--- src/rtl/dmem_pkg.sv ---
// Shared constants for the data-memory bus controller: FSM state encoding,
// default address map, wait-state limit and a byte-lane helper.
package dmem_pkg;

   localparam logic [2:0]  ST_IDLE   = 3'd0;
   localparam logic [2:0]  ST_WAIT   = 3'd1;
   localparam logic [2:0]  ST_ACCESS = 3'd2;
   localparam logic [2:0]  ST_LATCH  = 3'd3;
   localparam logic [2:0]  ST_DONE   = 3'd4;

   localparam logic [31:0] DMEM_ADDR_BASE_DEF = 32'h1001_0000;
   localparam int          DMEM_WAIT_MAX      = 32'sd15;

   function automatic logic dmem_two_lanes(input logic [3:0] be);
      return ($countones(be) == 32'sd2);
   endfunction

endpackage

--- src/rtl/dmem_align_check.sv ---
// Combinational misalignment detector: a full-word access must be word aligned,
// a two-lane access must be halfword aligned.
module dmem_align_check
   import dmem_pkg::*;
(
   input  logic [1:0] addr_lo,
   input  logic [3:0] be,
   output logic       misaligned
);

   // Flag word accesses off a word boundary and halfword accesses on an odd byte.
   always_comb begin
      misaligned = 1'b0;
      if (be == 4'b1111) begin
         misaligned = (addr_lo != 2'b00);
      end else if (dmem_two_lanes(be)) begin
         misaligned = addr_lo[0];
      end else begin
         misaligned = 1'b0;
      end
   end

endmodule

--- src/rtl/dmem_bus_ctrl.sv ---
// Fixed-latency bridge from the datapath data bus to a synchronous single-port
// word RAM. Define DMEM_ALIGN_CHECK_EN to fault misaligned requests.
module dmem_bus_ctrl
   import dmem_pkg::*;
#(
   parameter logic [31:0] ADDR_BASE   = DMEM_ADDR_BASE_DEF,
   parameter int          DEPTH_WORDS = 32'sd4096,
   parameter int          WAIT_STATES = 32'sd1
) (
   input  logic                           iCLK,
   input  logic                           iRST,
   input  logic [31:0]                    iDwAddress,
   input  logic [31:0]                    iDwWriteData,
   input  logic                           iDwWriteEnable,
   input  logic                           iDwReadEnable,
   input  logic [3:0]                     iDwByteEnable,
   output logic [31:0]                    oDwReadData,
   output logic                           oDwReady,
   output logic                           oBusy,
   output logic                           oFault,
   output logic [$clog2(DEPTH_WORDS)-1:0] oRamAddr,
   output logic [31:0]                    oRamWData,
   output logic [3:0]                     oRamBE,
   output logic                           oRamWE,
   output logic                           oRamRE,
   input  logic [31:0]                    iRamRData
);

   localparam int AW = $clog2(DEPTH_WORDS);
   // Oversized wait counts saturate instead of wrapping the 4-bit counter.
   localparam int         WS_EFF    = (WAIT_STATES > DMEM_WAIT_MAX) ? DMEM_WAIT_MAX : WAIT_STATES;
   localparam logic [3:0] WAIT_LOAD = (WS_EFF > 32'sd0) ? 4'(WS_EFF - 32'sd1) : 4'd0;
   localparam logic [2:0] ST_FIRST  = (WS_EFF > 32'sd0) ? ST_WAIT : ST_ACCESS;

   logic [2:0]    state_r;
   logic [3:0]    wait_cnt_r;
   logic          op_write_r;
   logic          ok_r;
   logic          misalign_r;
   logic [31:0]   rdata_r;
   logic [AW-1:0] ram_addr_r;
   logic [31:0]   ram_wdata_r;
   logic [3:0]    ram_be_r;
   logic          ram_we_r;
   logic          ram_re_r;
   logic          ready_r;
   logic          busy_r;
   logic          fault_r;

   logic [2:0]    state_nxt_s;
   logic [3:0]    cnt_nxt_s;
   logic          op_write_nxt_s;
   logic          ok_nxt_s;
   logic          misalign_nxt_s;
   logic          take_s;
   logic          in_range_s;
   logic          misalign_s;
   logic [31:0]   offset_s;
   logic          unused_s;

`ifdef DMEM_ALIGN_CHECK_EN
   dmem_align_check u_align_check (
      .addr_lo    (iDwAddress[1:0]),
      .be         (iDwByteEnable),
      .misaligned (misalign_s)
   );
`else
   assign misalign_s = 1'b0;
`endif

   assign offset_s = iDwAddress - ADDR_BASE;
   assign unused_s = ^offset_s[1:0];

   // Address decode and request acceptance; only IDLE looks at the bus.
   always_comb begin
      in_range_s = 1'b0;
      if (iDwAddress >= ADDR_BASE) begin
         in_range_s = (offset_s[31:AW+2] == '0);
      end else begin
         in_range_s = 1'b0;
      end
      take_s = (state_r == ST_IDLE) && (iDwWriteEnable || iDwReadEnable);
      if (take_s) begin
         op_write_nxt_s = iDwWriteEnable;
         ok_nxt_s       = in_range_s && !misalign_s;
         misalign_nxt_s = misalign_s;
      end else begin
         op_write_nxt_s = op_write_r;
         ok_nxt_s       = ok_r;
         misalign_nxt_s = misalign_r;
      end
   end

   // Next-state logic for the access sequencer and its wait counter.
   always_comb begin
      state_nxt_s = state_r;
      cnt_nxt_s   = wait_cnt_r;
      case (state_r)
         ST_IDLE: begin
            if (take_s) begin
               state_nxt_s = ST_FIRST;
               cnt_nxt_s   = WAIT_LOAD;
            end else begin
               state_nxt_s = ST_IDLE;
            end
         end
         ST_WAIT: begin
            if (wait_cnt_r == 4'd0) begin
               state_nxt_s = ST_ACCESS;
            end else begin
               cnt_nxt_s = wait_cnt_r - 4'd1;
            end
         end
         ST_ACCESS: state_nxt_s = ST_LATCH;
         ST_LATCH:  state_nxt_s = ST_DONE;
         ST_DONE:   state_nxt_s = ST_IDLE;
         default:   state_nxt_s = ST_IDLE;
      endcase
   end

   // State, request capture and outputs registered from the next state.
   always_ff @(posedge iCLK) begin
      if (iRST) begin
         state_r     <= ST_IDLE;
         wait_cnt_r  <= 4'd0;
         op_write_r  <= 1'b0;
         ok_r        <= 1'b0;
         misalign_r  <= 1'b0;
         rdata_r     <= 32'd0;
         ram_addr_r  <= '0;
         ram_wdata_r <= 32'd0;
         ram_be_r    <= 4'd0;
         ram_we_r    <= 1'b0;
         ram_re_r    <= 1'b0;
         ready_r     <= 1'b0;
         busy_r      <= 1'b0;
         fault_r     <= 1'b0;
      end else begin
         state_r    <= state_nxt_s;
         wait_cnt_r <= cnt_nxt_s;
         op_write_r <= op_write_nxt_s;
         ok_r       <= ok_nxt_s;
         misalign_r <= misalign_nxt_s;
         if (take_s) begin
            ram_addr_r  <= offset_s[AW+1:2];
            ram_wdata_r <= iDwWriteData;
            ram_be_r    <= iDwByteEnable;
         end
         // Refused reads return zero so stale RAM data never reaches the core.
         if ((state_r == ST_LATCH) && !op_write_r) begin
            rdata_r <= ok_r ? iRamRData : 32'd0;
         end
         ram_we_r <= (state_nxt_s == ST_ACCESS) && ok_nxt_s && op_write_nxt_s;
         ram_re_r <= (state_nxt_s == ST_ACCESS) && ok_nxt_s && !op_write_nxt_s;
         ready_r  <= (state_nxt_s == ST_DONE);
         busy_r   <= (state_nxt_s != ST_IDLE);
         fault_r  <= (state_nxt_s == ST_DONE) && misalign_nxt_s;
      end
   end

   assign oDwReadData = rdata_r;
   assign oDwReady    = ready_r;
   assign oBusy       = busy_r;
   assign oFault      = fault_r;
   assign oRamAddr    = ram_addr_r;
   assign oRamWData   = ram_wdata_r;
   assign oRamBE      = ram_be_r;
   assign oRamWE      = ram_we_r;
   assign oRamRE      = ram_re_r;

endmodule

--- config.mk ---
export PLATFORM = sky130hd
export DESIGN_NAME = dmem_bus_ctrl
export DESIGN_NICKNAME = d
export VERILOG_FILES = /design/src/rtl/dmem_pkg.sv /design/src/rtl/dmem_align_check.sv /design/src/rtl/dmem_bus_ctrl.sv
export SDC_FILE = /design/constraint.sdc
export NUM_CORES = 1
export LEC_CHECK = 0
export ABC_CLOCK_PERIOD_IN_PS = 1380
export BUFFER_PORTS_ARGS = -buffer_cell sky130_fd_sc_hd__buf_4
export CAP_MARGIN = 20
export CORE_MARGIN = 2
export CORE_UTILIZATION = 42
export CTS_BUF_LIST = sky130_fd_sc_hd__clkbuf_4 sky130_fd_sc_hd__clkbuf_8
export DETAILED_ROUTE_END_ITERATION = 7
export PLACE_DENSITY_LB_ADDON = 0.1
export SYNTH_ARGS = -nofsm -noshare
export SYNTH_HDL_FRONTEND = slang
export SYNTH_HIERARCHICAL = 1
export SYNTH_SLANG_ARGS = --single-unit
export TNS_END_PERCENT = 10
--- constraint.sdc ---
create_clock -name iCLK -period 1.38 [get_ports iCLK]
set_input_delay 0.414 -clock iCLK [delete_from_list [all_inputs] [get_ports iCLK]]
set_output_delay 0.414 -clock iCLK [all_outputs]
set_load 0.005 [all_outputs]
==> reports/results.ini <==
[sta]
slew_headroom_pct = 74.8
tightest_slew_ns = 0.374
fin_worst_skew_ns = 0.0109
finalSetupViolCount = 0
finalCritPeriodShare_pct = 98.6
max_freq_ghz = 0.735
final-hold-violation-count = 0
period_needed_ns = 1.36
rsz0062_at_grt = yes
final_max_slew_viol_count = 0
tns_ns = 0

[synthesis]
synthTopCellsByArea = dfxtp_1 51%, nand2_1 12%, a21oi_2 11%
postSynthAreaPerCell_sq_um = 8.85
ys_seq_elements = 95
syn_area_sq_um = 3700
yosysSeqAreaShare_pct = 51.4
synthArstFlopShare_pct = 0
synth.most_common_cell = nand2_1
yosys_warnings = 6
synth.distinct_cells = 34
synthFlopType = dfxtp_1
synth_top_area_share_pct = 51.4
yosys-top-cells-count = 123 x nand2_1, 95 x dfxtp_1, 48 x a21oi_2, 38 x nand3_1, 36 x a21oi_1
synth_cells = 418
synth_top_area_cell = dfxtp_1
syn_nets = 523
synth_edf_count = 0

[clock_tree]
htreeDepth = 3
clk_latency_ns = 0.35
ctsHoldBuffers = 0
cts_buffers = 9
clk_pin_slew_worst_paths_ns = 0.09
clock_path_buffers = 2
cts_num_sinks = 95
cts_tree = yes
cts-root-buf = clkbuf_8

[global_route]
grt_max_degree = 33
overflow = 0
grt_usage_pct = 19.6
grt_pass1_wl_microns = 15700
antenna_found_initial = 0
grt_pass1_vias = 3489

[die]
start_util_pct = 42.8
die_area_sq_um = 9580
ios = 189
die_h_microns = 97.9
core_area_sq_um = 8640
die_w_microns = 97.9
rows = 34

[routing]
vias_per_cell = 4.85
wire_per_inst_microns = 13.7
vias = 3478
drt-pass1-iter-count = 5
ant_nets = 0
drt_iter0_drc = 69
remaining_drc_errors = 0
drt-total-wl_microns = 9790

[hold_path]
hold_class = in -> reg

[cells_and_area]
drive_above_1_share_pct = 50.2
fin_nets = 709
final_core_util_pct = 64.5
fin_area_sq_um = 5570
areaGrowthSynthToFinish_pct = 50.6
antennaDiodeCount = 0

[worst_setup_path]
critPathRequiredTime_ns = 1.61
endpoint_kind = flop
worstSetupPathType = reg -> reg
cp_top_family = simple AND/OR/NAND/NOR gates
cp_max_fo = 5
startpoint_type = flop
cp.buffers_inverters = 1
cp_cell_sequence = inv_2, ha_4, or3b_4, nand3_1, xor2_1, nor3_1
cpMaxStageDelayCell = or3b_4
cpPeakStageDelay_ns = 0.41
cp.arrival_ns = 1.59

[placed_design]
place_hpwl_microns = 6920
gp_congestion = 0.763
io_buffers = 186
placed_area_sq_um = 5260

[pwr]
power_leakage_uw = 0.00235
ir_worst_vdd_uv = 624
power_density_nw_per_um2 = 1150

[run]
maxCapViolations = 0

[outcome]
outcome = completed

final timing paths:
path | start | to | slack (ns) | depth (start not counted)
max | wait_cnt_r[1]$_SDFFE_PP0P_ | wait_cnt_r[3]$_SDFFE_PP0P_ | 0.02 | 6
min reg2reg | oDwReadData[14]$_SDFFE_PP0P_ | oDwReadData[14]$_SDFFE_PP0P_ | 0.46 | 2
max reg2reg | wait_cnt_r[1]$_SDFFE_PP0P_ | wait_cnt_r[3]$_SDFFE_PP0P_ | 0.02 | 6
min | iDwWriteData[16] | oRamWData[16]$_SDFFE_PP0P_ | 0.30 | 3
cells in the final DEF, fill, tap and decap left out, types with 2 or more instances in the layout:
cell and n:
a21oi_1 36, a21oi_2 48, buf_12 6, buf_4 199
buf_6 2, clkbuf_8 9, clkinv_2 3, dfxtp_1 90
dfxtp_2 4, inv_2 2, nand2_1 120, nand2_2 12
nand3_1 38, nor2_1 3, nor3_1 4, nor3b_2 2
nor4_1 3, xor2_1 2
through the flow:
step / instances / hold slack [ns] / total power (uW) / setup slack (ns)
final: 717 / 0.305 / 6410 / 0.0198
after global routing: 717 / 0.293 / 6740 / -0.0339
after CTS: 715 / 0.288 / 6430 / -0.0447
after detailed placement: 699 / 0.448 / 4620 / -0.213
after global placement: 699 / 0.438 / 4590 / -0.237
after floorplan: 418 / 0.448 / 3910 / 0.0182
per-layer routing:
metal	vias to the layer above	GRT usage, %	part of all wire (%)
met3	16	5.15	7.3
met5	-	0	0
met2	128	32.9	48
li1	1758	-	-
met4	0	6.94	1.6
met1	1576	24.2	43
power breakdown:
part           internal, uW  switching [uW]  total, uW
Sequential             2940             123       3060
Clock                   853             944       1800
Combinational           793             760       1550
worst register-to-register path, stage by stage (launching register included):
cell and delay, ns:
dfxtp_2 0.34, inv_2 0.06, ha_4 0.12, or3b_4 0.41
nand3_1 0.10, xor2_1 0.16, nor3_1 0.06
layout make-up:
cell class                      instances  area, sq um
Clock buffer                           10          131
Sequential cell                        95         1910
Multi-Input combinational cell        288         1690
Inverter                                3         11.3
Fill cell                             746         3060
Tap cell                              108          135
Clock inverter                          6         61.3
Timing Repair Buffer                  207         1640
sequential cells by signal (all words and copies together) (netlist names):
name and flops:
oRamRE 1, oRamWE 1, wait_cnt_r 4, op_write_r 1
oDwReadData 32, oRamBE 4, oRamWData 32, oDwReady 1
ok_r 1, misalign_r 1, oBusy 1, oRamAddr 12
state_r 3, oFault 1
cells by family after synthesis:
logic type               share of synthesized area, %
XOR/XNOR                                        0.474
AND/OR/NAND/NOR                                  24.3
flip-flops                                       51.4
AO/OA/AOI/OAI                                    17.7
buffers and inverters                            5.72
adder cells (fa/ha/maj)                         0.338
timing repair:
item                                    4_1_cts  5_1_grt
gates resized for setup                       2       23
endpoints found under the setup margin       37       61
setup buffers                                 0        2
cloned                                        0        0
hold endpoints to repair                      0        0
pin swaps                                     1        5
Power figures use the tool's default switching activity.
